File: config.mk
export PLATFORM = sky130hd
export DESIGN_NAME = serial_sub_ctrl
export DESIGN_NICKNAME = d
export VERILOG_FILES = /design/src/rtl/serial_sub_ctrl.sv
export SDC_FILE = /design/constraint.sdc
export NUM_CORES = 1
export LEC_CHECK = 0
export ABC_CLOCK_PERIOD_IN_PS = 1500
export CAP_MARGIN = 20
export CORE_MARGIN = 2
export CORE_UTILIZATION = 35
export DETAILED_ROUTE_END_ITERATION = 8
export GPL_TIMING_DRIVEN = 0
export PLACE_DENSITY = 0.7
export SLEW_MARGIN = 10
export SYNTH_ARGS = -nofsm -noshare
export SYNTH_HDL_FRONTEND = slang
export SYNTH_SLANG_ARGS = --single-unit
export TNS_END_PERCENT = 1
File: constraint.sdc
create_clock -name clk -period 1.5 [get_ports clk]
set_clock_uncertainty 0.05 [all_clocks]
set_input_delay 0.3 -clock clk [delete_from_list [all_inputs] [get_ports clk]]
set_output_delay 0.3 -clock clk [all_outputs]
set_load 0.02 [all_outputs]
File: src/rtl/serial_sub_ctrl.sv
// Bit-serial unsigned subtractor: one 1-bit cell plus a borrow flop, LSB first.
// State table:  IDLE | waiting for start ;  SHIFT | one bit per clock ;  DONE | one-cycle result pulse
module serial_sub_ctrl #(
    parameter int WIDTH = 8
) (
    input  logic             clk,
    input  logic             rst,
    input  logic             start,
    input  logic [WIDTH-1:0] a,
    input  logic [WIDTH-1:0] b,
    output logic             busy,
    output logic             done,
    output logic [WIDTH-1:0] diff,
    output logic             borrow_out
);

    localparam int CNT_W = $clog2(WIDTH);
    localparam logic [CNT_W-1:0] LAST_BIT = CNT_W'(WIDTH - 1);

    typedef enum logic [1:0] {
        S_IDLE,
        S_SHIFT,
        S_DONE
    } state_t;

    state_t             state_q;
    logic [WIDTH-1:0]   a_q;
    logic [WIDTH-1:0]   b_q;
    logic [CNT_W-1:0]   cnt_q;
    logic               br_q;
    logic [WIDTH-1:0]   diff_q;
    logic               borrow_q;

    logic               bit_d;
    logic               br_d;
    logic [WIDTH-1:0]   a_d;

    // The minuend register doubles as the result shift register: difference
    // bits enter at the MSB as operand bits leave from the LSB.
    always_comb begin
        bit_d = a_q[0] ^ b_q[0] ^ br_q;
        br_d  = (~a_q[0] & b_q[0]) | (~(a_q[0] ^ b_q[0]) & br_q);
        a_d   = {bit_d, a_q[WIDTH-1:1]};
    end

    always_ff @(posedge clk) begin
        if (rst) begin
            state_q  <= S_IDLE;
            a_q      <= '0;
            b_q      <= '0;
            cnt_q    <= '0;
            br_q     <= 1'b0;
            diff_q   <= '0;
            borrow_q <= 1'b0;
        end else begin
            case (state_q)
                S_IDLE: begin
                    if (start) begin
                        a_q     <= a;
                        b_q     <= b;
                        cnt_q   <= '0;
                        br_q    <= 1'b0;
                        state_q <= S_SHIFT;
                    end
                end
                S_SHIFT: begin
                    a_q   <= a_d;
                    b_q   <= b_q >> 1;
                    br_q  <= br_d;
                    cnt_q <= cnt_q + CNT_W'(1);
                    if (cnt_q == LAST_BIT) begin
                        diff_q   <= a_d;
                        borrow_q <= br_d;
                        cnt_q    <= '0;
                        state_q  <= S_DONE;
                    end
                end
                S_DONE: begin
                    if (start) begin
                        a_q     <= a;
                        b_q     <= b;
                        cnt_q   <= '0;
                        br_q    <= 1'b0;
                        state_q <= S_SHIFT;
                    end else begin
                        state_q <= S_IDLE;
                    end
                end
                default: state_q <= S_IDLE;
            endcase
        end
    end

    assign busy       = (state_q == S_SHIFT);
    assign done       = (state_q == S_DONE);
    assign diff       = diff_q;
    assign borrow_out = borrow_q;

endmodule

==> impl_results.md <==
- Ranking of synthesized cells by area: dfxtp_1 44%, mux2i_1 11%, a211oi_2 8.8%
- Largest area contributor in the netlist: dfxtp_1
- Clock Latency Late Sink: 0.28 ns
- Smallest setup slack after layout: -0.0313 ns
- Reg clk slew, reported paths: 0.06 ns
- DR pass1 iterations: 4
- Final Instance Count excl. Fillers: 235
- Required @ worst endpoint: 1.15 ns
- Post-placement cell count: 224
- Top cell type's share of synthesized area: 43.6%
- Max-slew headroom: 58.5%
- Fin. max-slew vios: 0
- Max cap viols: 0
- CTS sink cnt: 31
- Number of top-level pins: 30
- RSZ-0062 raised after global routing: true
- DP HPWL: 2190 um
- Total GRT Usage: 16.5%
- Fin area: 1900 um2
- Post-Syn Area per Cell: 9.81 um2
- Share of layout cells above drive strength 1: 19.5%
- Failing checks: negative setup slack
- DP Area: 1780 um2
- Mapped Cells: 145
- Row count: 23
- Worst slew pin tran: 0.623 ns
- DIE AREA: 4590 um2
- Endpoints failing hold: 0
- Buffers added on ports: 29
- DR WL/cell: 13.2 um
- Yosys warning total: 0
- VDD IR-drop max: 668 uV
- Hold Path End: diff[2]
- FF+latch count, synth: 31
- Die X: 67.8 um
- Vias in the first global route: 1,180
- Die H: 67.8 um
- Tmin final: 1.53 ns
- Via count: 1,191
- # DRC: 0
- Post-CTS Hold Buffers: 0
- Initial antenna violation count: 0
- Pwr per Cell Area: 1040 nW/um2
- Number of buffers created by CTS: 5
- Post-Syn Area: 1420 um2
- Crit Path Class: reg -> out
- Crit share post-route: 102%
- Leakage: 0.739 nW
- CTS tree: yes
- Count of cell types in the netlist: 27
- Worst hold-check path type: reg -> reg
- Synthesized net count: 168
- WP data arrival: 1.18 ns
- H-tree Lvls: 2
- Worst R2R Start: b_q[0]
- Fmax: 653 MHz
- # diodes: 0
- # setup viols final: 1
- Antenna-violating nets left: 0
- Vias per cell: 5.07
- Nature of the critical path endpoint: output port
- Depth of the worst hold-timing path: 2
- Total power: 0.00198 W
- Critical path peak fanout: 10
- Async set-reset flop share out of synthesis: 0%
- R2R cell count: 4
- GP Congestion: 0.709
- Clock Path Buffers: 2
- R2R Setup Slk: 0.13 ns
- Core outline area: 3940 um2
- Largest net degree at the start of global routing: 11
- Drt first-iter violations: 67
- EDFF count, synth: 0
- Nets: 207
- Initial Utilization: 36.1%
- Status: finished, violations left
- Hold Startpoint: diff[2]
- Drt total wl: 3100 um
- Seq/Total Area, Yosys: 43.6%
- First-pass GRT wire length: 5490 um
- Grt ovf: 0
- Synth-to-layout area growth: 33.9%
- Top FF cell, synth: dfxtp_1
- FF-to-FF End: a_q[7]
- Root buffer cell: clkbuf_8
- Crit start category: flop
[cell type report]
| class | instances | area, um2 |
|---|---|---|
| sequential | 31 | 626 |
| inverter | 3 | 11.3 |
| clock buffer | 8 | 100 |
| buffer | 11 | 81.3 |
| multi-input combinational | 100 | 726 |
| timing repair buffer | 32 | 298 |
| tap | 50 | 62.6 |
| fill | 382 | 2040 |
[per-layer routing]
| metal | routed length, um | GRT usage, % | vias up |
|---|---|---|---|
| met1 | 1460 | 21.1 | 556 |
| met5 | 0 | 0 | - |
| met4 | 67 | 7.14 | 0 |
| met2 | 1410 | 25.0 | 25 |
| met3 | 159 | 5.67 | 8 |
| li1 | - | - | 602 |
[cells in the final DEF, fill, tap and decap left out]
| cell | Yosys | final |
|---|---|---|
| o21a_1 | 2 | 2 |
| nand2_1 | 9 | 9 |
| ha_1 | 3 | 3 |
| nor2b_1 | 1 | 1 |
| buf_4 | 1 | 5 |
| clkbuf_2 | 0 | 1 |
| inv_2 | 1 | 1 |
| dlygate4sd2_1 | 0 | 9 |
| nand2b_1 | 2 | 2 |
| fa_1 | 1 | 1 |
| a31oi_1 | 1 | 1 |
| nand3_1 | 12 | 12 |
| nand3b_1 | 2 | 2 |
| clkdlybuf4s50_1 | 0 | 18 |
| mux2i_1 | 16 | 16 |
| buf_2 | 3 | 2 |
| dfxtp_2 | 0 | 1 |
| a21oi_1 | 12 | 12 |
| nor3_1 | 15 | 15 |
| nand2b_4 | 0 | 1 |
| a211oi_1 | 5 | 5 |
| nor2_1 | 4 | 4 |
| nor4b_1 | 1 | 1 |
| a211oi_2 | 10 | 10 |
| and2b_2 | 0 | 1 |
| dfxtp_4 | 0 | 1 |
| a311oi_1 | 1 | 1 |
| buf_6 | 3 | 5 |
| inv_1 | 2 | 2 |
| clkbuf_8 | 0 | 7 |
| clkbuf_1 | 4 | 4 |
| dfxtp_1 | 31 | 29 |
| nand2_2 | 1 | 1 |
[critical path, cell delays in order (launching register included)]
cell and delay, ns:
dfxtp_4 0.36, nand2b_4 0.14, inv_2 0.05, buf_6 0.13, buf_6 0.11, buf_6 0.10
[registers in the layout (all words and copies together), names as in the netlist]
register,cells
a_q,8
br_q,1
state_q,2
b_q,8
borrow_out,1
cnt_q,3
diff,8
[what timing repair did]
item	in CTS	in global routing
setup buffers	2	1
resized for setup	24	5
endpoints found under the setup margin	20	20
pin swaps	0	1
[logic make-up (layout without fill, tap and decap cells)]
group	count (synthesis)	in the layout	synth area share [%]
AND/OR/NAND/NOR	49	49	17.5
flip-flops	31	31	43.6
multiplexers	16	16	11.3
AO/OA/AOI/OAI	31	31	17.8
buffers and inverters	14	54	5.80
adder cells (fa/ha/maj)	4	4	4.05
[power breakdown]
group	leakage (nW)	internal (W)	switching [W]
Clock	0.0515	0.000418	0.000298
Combinational	0.432	0.000176	0.000171
Sequential	0.255	0.000876	0.0000378
[cell usage after synthesis, types with 2 or more instances]
| master | number |
|---|---|
| dfxtp_1 | 31 |
| mux2i_1 | 16 |
| nor3_1 | 15 |
| a21oi_1 | 12 |
| nand3_1 | 12 |
| a211oi_2 | 10 |
| nand2_1 | 9 |
| a211oi_1 | 5 |
| clkbuf_1 | 4 |
| nor2_1 | 4 |
| buf_2 | 3 |
| buf_6 | 3 |
| ha_1 | 3 |
| inv_1 | 2 |
| nand2b_1 | 2 |
| nand3b_1 | 2 |
| o21a_1 | 2 |
[worst max path at each step]
stage / end / from / slack (ns) / depth (start not counted)
4_1_cts: done / state_q[0] / -0.05 / 3
2_1_floorplan: state_q[0] / cnt_q[0] / 0.20 / 5
5_1_grt: busy / state_q[1] / -0.10 / 5
3_5_place_dp: busy / state_q[1] / -0.42 / 5
6_report: busy / state_q[1] / -0.03 / 5
3_3_place_gp: busy / state_q[1] / -0.41 / 5
[per-stage QoR]
step                      setup TNS (ns)  utilization (%)  worst slack [ns]  hold WS [ns]
after global placement             -4.19             45.0            -0.412         0.398
after floorplan                        0                -             0.200         0.322
final                            -0.0313             48.3           -0.0313         0.403
after CTS                        -0.0965             48.1           -0.0546         0.405
after global routing              -0.102             48.3            -0.102         0.438
after detailed placement           -4.33             45.0            -0.415         0.399
(Power assumes the default switching activity.)
